==> src/rtl/lbus_pkg.sv <==
// Shared types and constants for the local-bus fabric.
package lbus_pkg;

    localparam logic [1:0] ST_IDLE = 2'd0;
    localparam logic [1:0] ST_RD   = 2'd1;
    localparam logic [1:0] ST_WR   = 2'd2;

    typedef enum logic [1:0] {
        IDLE    = ST_IDLE,
        RD_WAIT = ST_RD,
        WR_WAIT = ST_WR
    } lbus_state_t;

    localparam int          CNT_W        = 8;
    localparam int          DEF_TIMEOUT  = 16;
    localparam logic [31:0] DEF_ERR_DATA = 32'h0000_0000;

endpackage

==> src/rtl/lbus_addr_decode.sv <==
// Base/mask window compare across all slaves; lowest index wins on overlap.
module lbus_addr_decode
    import lbus_pkg::*;
#(
    parameter int                       NUM_SLAVES = 3,
    parameter logic [NUM_SLAVES*32-1:0] SLAVE_BASE = {32'h2000_0000, 32'h1000_0000, 32'h0000_0000},
    parameter logic [NUM_SLAVES*32-1:0] SLAVE_MASK = {3{32'hF000_0000}},
    localparam int                      IW = (NUM_SLAVES > 1) ? $clog2(NUM_SLAVES) : 1
) (
    input  logic [31:0]   addr,
    output logic          hit,
    output logic [IW-1:0] idx,
    output logic [31:0]   offset
);

    always_comb begin
        hit    = 1'b0;
        idx    = '0;
        offset = addr & ~SLAVE_MASK[31:0];
        // Walk downward so the lowest matching index is the one left standing
        for (int i = NUM_SLAVES - 1; i >= 0; i--) begin
            if ((addr & SLAVE_MASK[32*i +: 32]) == SLAVE_BASE[32*i +: 32]) begin
                hit    = 1'b1;
                idx    = IW'(i);
                offset = addr & ~SLAVE_MASK[32*i +: 32];
            end
        end
    end

endmodule

==> src/rtl/lbus_fabric.sv <==
// Single-master, N-slave local-bus fabric with wait states,
// per-access timeout and sticky error capture.
module lbus_fabric
    import lbus_pkg::*;
#(
    parameter int                       NUM_SLAVES = 3,
    parameter logic [NUM_SLAVES*32-1:0] SLAVE_BASE = {32'h2000_0000, 32'h1000_0000, 32'h0000_0000},
    parameter logic [NUM_SLAVES*32-1:0] SLAVE_MASK = {3{32'hF000_0000}},
    parameter logic [NUM_SLAVES-1:0]    FIXED_LAT  = 3'b001,
    parameter int                       TIMEOUT    = DEF_TIMEOUT,
    parameter logic [31:0]              ERR_DATA   = DEF_ERR_DATA
) (
    input  logic                       clk,
    input  logic                       rst,
    input  logic [31:0]                m_addr,
    input  logic [31:0]                m_wdata,
    input  logic [3:0]                 m_wmask,
    input  logic                       m_rstrb,
    output logic [31:0]                m_rdata,
    output logic                       m_rbusy,
    output logic                       m_wbusy,
    output logic [31:0]                s_addr,
    output logic [31:0]                s_wdata,
    output logic [3:0]                 s_wstrb,
    output logic [NUM_SLAVES-1:0]      s_wen,
    output logic [NUM_SLAVES-1:0]      s_ren,
    input  logic [NUM_SLAVES-1:0]      s_wready,
    input  logic [NUM_SLAVES-1:0]      s_rvalid,
    input  logic [NUM_SLAVES*32-1:0]   s_rdata,
    output logic                       err,
    output logic [31:0]                err_addr,
    input  logic                       err_clr
);

    localparam int IW = (NUM_SLAVES > 1) ? $clog2(NUM_SLAVES) : 1;

    lbus_state_t     state_q, state_d;
    logic [IW-1:0]   sel_q, sel_d;
    logic [31:0]     offs_q, offs_d;
    logic [31:0]     maddr_q, maddr_d;
    logic [31:0]     wdata_q, wdata_d;
    logic [3:0]      wstrb_q, wstrb_d;
    logic            force_q, force_d;
    logic [CNT_W-1:0] cnt_q, cnt_d;
    logic [31:0]     rdata_q, rdata_d;
    logic [NUM_SLAVES-1:0] ren_q;
    logic            err_q;
    logic [31:0]     err_addr_q;
    logic            err_set;
    logic [31:0]     err_at;

    logic            dec_hit;
    logic [IW-1:0]   dec_idx;
    logic [31:0]     dec_offs;

    logic [NUM_SLAVES-1:0] rvalid_eff;
    logic [NUM_SLAVES-1:0] wready_eff;
    logic                  tmo;

    lbus_addr_decode #(
        .NUM_SLAVES (NUM_SLAVES),
        .SLAVE_BASE (SLAVE_BASE),
        .SLAVE_MASK (SLAVE_MASK)
    ) u_dec (
        .addr   (m_addr),
        .hit    (dec_hit),
        .idx    (dec_idx),
        .offset (dec_offs)
    );

    // Fixed-latency slaves answer reads one cycle after ren and never stall writes
    assign rvalid_eff = (FIXED_LAT & ren_q) | (~FIXED_LAT & s_rvalid);
    assign wready_eff = FIXED_LAT | s_wready;
    assign tmo        = (cnt_q == CNT_W'(TIMEOUT - 1));

    assign m_rdata  = rdata_q;
    assign err      = err_q;
    assign err_addr = err_addr_q;

    always_comb begin
        state_d = state_q;
        sel_d   = sel_q;
        offs_d  = offs_q;
        maddr_d = maddr_q;
        wdata_d = wdata_q;
        wstrb_d = wstrb_q;
        force_d = 1'b0;
        cnt_d   = cnt_q;
        rdata_d = rdata_q;
        err_set = 1'b0;
        err_at  = maddr_q;
        s_wen   = '0;
        s_ren   = '0;
        s_addr  = offs_q;
        s_wdata = wdata_q;
        s_wstrb = wstrb_q;
        m_rbusy = 1'b0;
        m_wbusy = 1'b0;
        unique case (state_q)
            IDLE: begin
                s_addr  = dec_offs;
                s_wdata = m_wdata;
                s_wstrb = m_wmask;
                cnt_d   = '0;
                if (!rst && m_wmask != 4'h0) begin
                    if (dec_hit) begin
                        s_wen[dec_idx] = 1'b1;
                        sel_d   = dec_idx;
                        offs_d  = dec_offs;
                        maddr_d = m_addr;
                        wdata_d = m_wdata;
                        wstrb_d = m_wmask;
                        if (!wready_eff[dec_idx]) state_d = WR_WAIT;
                    end else begin
                        err_set = 1'b1;
                        err_at  = m_addr;
                    end
                end else if (!rst && m_rstrb) begin
                    sel_d   = dec_idx;
                    offs_d  = dec_offs;
                    maddr_d = m_addr;
                    wstrb_d = '0;
                    state_d = RD_WAIT;
                    if (dec_hit) begin
                        s_ren[dec_idx] = 1'b1;
                    end else begin
                        rdata_d = ERR_DATA;
                        force_d = 1'b1;
                        err_set = 1'b1;
                        err_at  = m_addr;
                    end
                end
            end
            RD_WAIT: begin
                m_rbusy = 1'b1;
                cnt_d   = cnt_q + 1'b1;
                if (force_q) begin
                    state_d = IDLE;
                end else if (rvalid_eff[sel_q]) begin
                    rdata_d = s_rdata[32*sel_q +: 32];
                    state_d = IDLE;
                end else if (tmo) begin
                    rdata_d = ERR_DATA;
                    err_set = 1'b1;
                    state_d = IDLE;
                end
            end
            WR_WAIT: begin
                m_wbusy      = 1'b1;
                s_wen[sel_q] = 1'b1;
                cnt_d        = cnt_q + 1'b1;
                if (wready_eff[sel_q]) begin
                    state_d = IDLE;
                end else if (tmo) begin
                    err_set = 1'b1;
                    state_d = IDLE;
                end
            end
            default: state_d = IDLE;
        endcase
    end

    always_ff @(posedge clk) begin
        if (rst) begin
            state_q    <= IDLE;
            sel_q      <= '0;
            offs_q     <= '0;
            maddr_q    <= '0;
            wdata_q    <= '0;
            wstrb_q    <= '0;
            force_q    <= 1'b0;
            cnt_q      <= '0;
            rdata_q    <= '0;
            ren_q      <= '0;
            err_q      <= 1'b0;
            err_addr_q <= '0;
        end else begin
            state_q <= state_d;
            sel_q   <= sel_d;
            offs_q  <= offs_d;
            maddr_q <= maddr_d;
            wdata_q <= wdata_d;
            wstrb_q <= wstrb_d;
            force_q <= force_d;
            cnt_q   <= cnt_d;
            rdata_q <= rdata_d;
            ren_q   <= s_ren;
            // Clear beats a coincident error; only the first error is recorded
            if (err_clr) begin
                err_q      <= 1'b0;
                err_addr_q <= '0;
            end else if (err_set && !err_q) begin
                err_q      <= 1'b1;
                err_addr_q <= err_at;
            end
        end
    end

endmodule

==> config.mk <==
export PLATFORM = sky130hd
export DESIGN_NAME = lbus_fabric
export DESIGN_NICKNAME = d
export VERILOG_FILES = /design/src/rtl/lbus_pkg.sv /design/src/rtl/lbus_addr_decode.sv /design/src/rtl/lbus_fabric.sv
export SDC_FILE = /design/constraint.sdc
export NUM_CORES = 1
export LEC_CHECK = 0
export BUFFER_PORTS_ARGS = -buffer_cell sky130_fd_sc_hd__clkbuf_2
export CAP_MARGIN = 20
export CORE_MARGIN = 1.5
export CORE_UTILIZATION = 30
export DETAILED_ROUTE_END_ITERATION = 10
export SLEW_MARGIN = 20
export SYNTH_ARGS = -nofsm -noshare
export SYNTH_HDL_FRONTEND = slang
export SYNTH_HIERARCHICAL = 1
export SYNTH_SLANG_ARGS = --single-unit
export TNS_END_PERCENT = 10
==> constraint.sdc <==
create_clock -name clk -period 4.3 [get_ports clk]
set_clock_uncertainty 0.15 [all_clocks]
set_input_delay 0.215 -clock clk [delete_from_list [all_inputs] [get_ports clk]]
set_output_delay 0.215 -clock clk [all_outputs]
set_load 0.02 [all_outputs]
Word level (Yosys, flattened, before mapping)
Cells that the tools add are included.

storage, ports and cells
  bits in registers = 179

operators by class
  $add $sub $neg = 1
  magnitude comparators = 4
  equality and inequality tests = 14
  shifts and indexed selects = 1
  muxes and demuxes = 68
  bitwise logic cells = 2
  reductions and logical operators = 20

operators with widths
  kind                                                  count
  two-way mux 32 bit                                    18
  indexed part select 96 x 8 -> 32 bit                  1
  one-hot mux 32 bit (2 select lines)                   1
  logical NOT 32 bit                                    1
  two-way mux 2 bit                                     14
  two-way mux 1 bit                                     17
  two-way mux 4 bit                                     4
  one-hot mux 8 bit (2 select lines)                    1
  two-way mux 3 bit                                     5
  inequality test 3 bit (second input constant)         4
  inequality test 2 bit (second input constant)         5
  AND reduction 3 bit                                   3
  adder 8 x 1 -> 8 bit (second input constant)          1
  equality test 8 x 4 -> 1 bit (second input constant)  1
  binary-select mux 1 bit (select 2 bit)                3
  < comparator 2 x 3 -> 1 bit (second input constant)   2
  one-hot mux 2 bit (3 select lines)                    1
  one-hot mux 3 bit (2 select lines)                    1
  AND reduction 6 bit                                   1
  nonzero test 2 bit                                    3
  logical AND 1 bit                                     5
  demux 1 bit (select 2 bit)                            2
  equality test 4 x 1 -> 1 bit (second input constant)  1
  equality test 4 x 2 -> 1 bit (second input constant)  1
  11 further kinds                                      14

Logic depth before layout (Yosys ltp)
  depth in word-level cells = 12
  depth in mapped cells = 11
  mapped depth without buffers = 7

Hierarchy
Netlist, hierarchy kept.

by module, submodules not included
  module            instances  cells each  area each (µm²)
  lbus_fabric       1          1054        8578.2
  lbus_addr_decode  1          36          269.0

Worst setup path after synthesis
No wires, ideal clock.

  kind = register to output
  start = register state_q[0]
  end = output s_wen[1]
  arrival = 2.032 ns
  slack = 1.903 ns
  stages on the path, launching flop included = 10
  cells stage by stage = dfxtp_1 inv_1 ha_1 clkbuf_1 nand2b_1 clkbuf_1 nor2_1 nand2_1 clkbuf_1 o32ai_1

between the ends
  cells in the longest elaborated chain, start to end = 2
  elaborated cells between the ends (all ways) = 3
  classes of those cells = eq/ne (1); mux (1); reduce/logical (1)

ends and longest elaborated chain
  what                                                      RTL line            text
  from (decl)                                               lbus_fabric.sv:37   lbus_state_t state_q, state_d;
  from (signal assigned)                                    lbus_fabric.sv:178  state_q <= state_d;
  equality test 2 bit or logical NOT 2 bit (tied branches)  lbus_fabric.sv:99   unique case (state_q)
  one-hot mux 3 bit (2 select lines) (*)                    lbus_fabric.sv:99
  to (decl)                                                 lbus_fabric.sv:25   output logic [NUM_SLAVES-1:0] s_wen,

Every way passes the cells marked *; elsewhere a longest branch is shown, timed or not.

Worst setup path after layout
  start = register state_q[0]
  end = output s_wen[2]

Same word-level chain as after synthesis.

==> key figures <==
Logic synthesis
  – Mux contribution to synthesized area: 16.1%
  – Number of synthesized register bits: 179
  – Synth Warn #: 6
  – Compound-Gate Fraction of Synth Area: approximately 14%
  – Largest family of logic cells by synthesized area: simple AND/OR/NAND/NOR gates
  – Post-Synth XOR/XNOR Area: 0.693%
  – Post-synthesis sequential area ratio: about two fifths
  – Post-Synth Simple-Gate Area: 20.1%
  – Largest area contributor in the netlist: dfxtp_1
  – Yosys cell types: 53
  – Ys flop type: dfxtp_1
  – EDFF count, synth: 0
  – Adder-cell share of the synthesized area: 0.707%
  – Synth top area cells: dfxtp_1, nand2_1, mux2_2, a21oi_1, mux2i_1
  – Mean Syn Cell Area: 8.12 um^2
  – Yosys top cell area share: 40.5%
  – Synthesized instance count: about 1100
  – Mapped Area: 0.00885 mm^2
  – Async SR Flop Fraction: 0%

Clock network
  – CTS tree: built
  – CTS max path bufs: 2
  – Post-CTS Resized: 0
  – Clock transition at path regs: 0.08 ns
  – Total CTS buffers: 17
  – Max H-tree Level: 4
  – TritonCTS Sinks: 179
  – Clock root buffer master: clkbuf_16
  – Clk_lat worst skew: 0.42 ns

Setup path
  – R2R depth: 9
  – CP startpoint kind: register
  – CP bufs+invs: 3
  – CP max-delay cell: buf_4
  – Critical path class: reg -> out
  – Flop2flop setup slack: approximately 1.3 ns
  – RR Endpoint: m_rdata[6]$_SDFFE_PP0P_
  – Crit Reg-Reg Startpoint: state_q[0]$_SDFFE_PP0P_
  – Required time worst endpoint: 3.93 ns
  – Crit-path max FO: roughly 60
  – Critical path's top delay family: buffers and inverters
  – Critical Path, Cell by Cell: inv_1, ha_4, buf_4, nand3_1, o21ai_0, clkbuf_2
  – Crit end category: primary output
  – CP peak stage delay: 0.64 ns
  – WP data arrival: 2.68 ns

Route
  – DR iter-0 viols: 412
  – Final WL: 26100 um
  – Routed length per instance: about 14 um
  – Antenna-violating nets left: 0
  – Vias: about 8500
  – Via-to-Cell Ratio: 4.73
  – Drt first pass iters: 5
  – DR DRC count: 0

Floorplan
  – Die height: 175 um
  – Core area: 0.0289 mm^2
  – Total die area: between 0.03 and 0.04 mm^2
  – Die Width: 175 um
  – Initial core utilization: 30.7%
  – I/O Pins: 315
  – Row count: 62

Power
  – P_sw: 0.00135 W
  – PD cells: 374 mW/mm^2
  – Net Sw Frac: between 30% and 40%
  – Logic pwr share: between 20% and 30%
  – Clock power share: 36.9%
  – Pleak: roughly 4.8 nW
  – Max rail drop VDD: 297 uV
  – Internal power: 0.00310 W
  – Share of power burned in registers: 39.0%
  – Total power draw: about 0.0045 W

Cells and area
  – Nets: 1583
  – Commonest non-fill, non-tap cell in the layout: clkbuf_2
  – Layout fillers: between 2000 and 3000
  – Most frequent cells in the layout: clkbuf_2, nand2_1, dfxtp_1, a21oi_1, dlygate4sd3_1
  – Layout Area Growth over Synthesis: 34.7%
  – Share of layout cells above drive strength 1: 31.0%

STA
  – Final hold vios: 0
  – RSZ-0062 raised after global routing: false
  – Sum Neg Setup Slack: 0 ns
  – Fmax achieved: 0.329 GHz
  – Slew HR: 38.0%
  – Setup violation total in the final timing report: 0
  – Slew Limit Fails: 0
  – Final period util: a little over two thirds
  – Crit path time final: 3.04 ns
  – Worst Tran Pin Value: 0.930 ns

Placed design
  – Gpl congestion: ~0.8
  – IO buf count: 312
  – Dpl hpwl: 17200 um

Outcome
  – Outcome: complete, no violations

Global routing
  – Total global-route track usage: 16.8%
  – First-pass GRT wire length: 41900 um
  – Vias in the first global route: between 8000 and 9000
  – Largest net degree at the start of global routing: 80
  – Initial antenna violation count: 1
  – GRT overflow: 0

Worst hold path
  – Worst Hold Class: in -> reg
  – Hold depth: 5
  – Worst hold endpoint: m_rdata[22]$_SDFFE_PP0P_
  – Hold path start: s_rdata[86]

Run
  – Maxcap violations: 0
## area by class of cell
type	instances	area, um^2	share of cell area [%]
multi-input combinational	788	4690	39.3
clock buffer	19	443	3.72
antenna	1	2.50	0.0210
timing repair buffer	410	2520	21.1
inverter	8	30.0	0.252
sequential	179	3580	30.1
clock inverter	12	169	1.42
tap	384	480	4.03
## metal layers
metal | vias up | routed length (um) | part of all wire [%] | track usage (%)
li1 | 4290 | - | - | -
met1 | 4006 | 11700 | 45 | 20.7
met2 | 204 | 12800 | 49 | 29.4
met3 | 14 | 1290 | 4.9 | 4.16
met4 | 0 | 265 | 1.0 | 3.70
met5 | - | 0 | 0 | 0
## kinds of logic (layout without fill, tap and decap cells)
logic type,Yosys count,count (layout)
AND/OR/NAND/NOR,416,416
AO/OA/AOI/OAI,222,222
flip-flops,179,179
multiplexers,134,134
buffers and inverters,126,449
XOR/XNOR,7,7
adder cells (fa/ha/maj),5,5
other,1,5
## worst max-delay path by stage
stage,to,start,slack (ns),cells past startpoint
after floorplan,s_wen[1],state_q[0]$_SDFFE_PP0P_,1.90,9
after global placement,m_rdata[11]$_SDFFE_PP0P_,state_q[0]$_SDFFE_PP0P_,1.35,9
after detailed placement,m_rdata[6]$_SDFFE_PP0P_,state_q[0]$_SDFFE_PP0P_,1.28,9
after CTS,s_wen[2],state_q[0]$_SDFFE_PP0P_,1.20,6
after global routing,s_wen[2],state_q[0]$_SDFFE_PP0P_,1.02,6
final,s_wen[2],state_q[0]$_SDFFE_PP0P_,1.26,6
## cells in the mapped netlist (all sizes together), types with 2 or more instances
library cell    n
nand3b          3
nor2b           3
xor2            5
o211ai         32
o32ai           4
inv             8
nand2b         35
nor2           13
and2            2
buf            50
mux2           68
ha              5
xnor2           2
nor3            5
or4             2
nor4            2
a21oi         136
nand2         305
nand3          38
mux2i          66
clkbuf         68
dfxtp         179
nor4b           2
o21ai          36
## flip-flops by register name, summed over array words and instances, names as in the netlist
signal,count
err,1
state_q,2
wstrb_q,4
maddr_q,32
cnt_q,8
err_addr,32
sel_q,2
m_rdata,32
offs_q,32
wdata_q,32
ren_q,1
force_q,1
## power groups by stage
stage	combinational, W	clock [W]	sequential [W]
floorplan	0.000695	0	0.00179
detailed placement	0.00102	0	0.00178
finish	0.00107	0.00165	0.00174
global placement	0.00101	0	0.00177
CTS	0.00108	0.00170	0.00174
global route	0.00116	0.00177	0.00174
## worst min-delay path, cell delays in order
cell and delay, ns:
clkbuf_2 0.08, nand2_1 0.04, o21ai_0 0.07, nand3_1 0.08
a21oi_1 0.06
## stage by stage
stage,hold WS (ns),std cells,setup slack [ns],util [%],instance area [um^2]
2_1_floorplan,0.201,1093,1.90,-,8860
6_report,0.0255,1801,1.26,41.3,11900
5_1_grt,0.0453,1801,1.02,41.3,11900
4_1_cts,0.00558,1800,1.20,41.3,11900
3_3_place_gp,0.286,1686,1.35,36.3,10500
3_5_place_dp,0.292,1686,1.28,36.3,10500
## what timing repair did
| item | CTS | global route |
|---|---|---|
| hold buffers | 83 | 0 |
| endpoints found under the hold margin | 113 | 0 |
| setup buffers | 0 | 0 |
No activity file was read; power rests on OpenSTA's default activity.
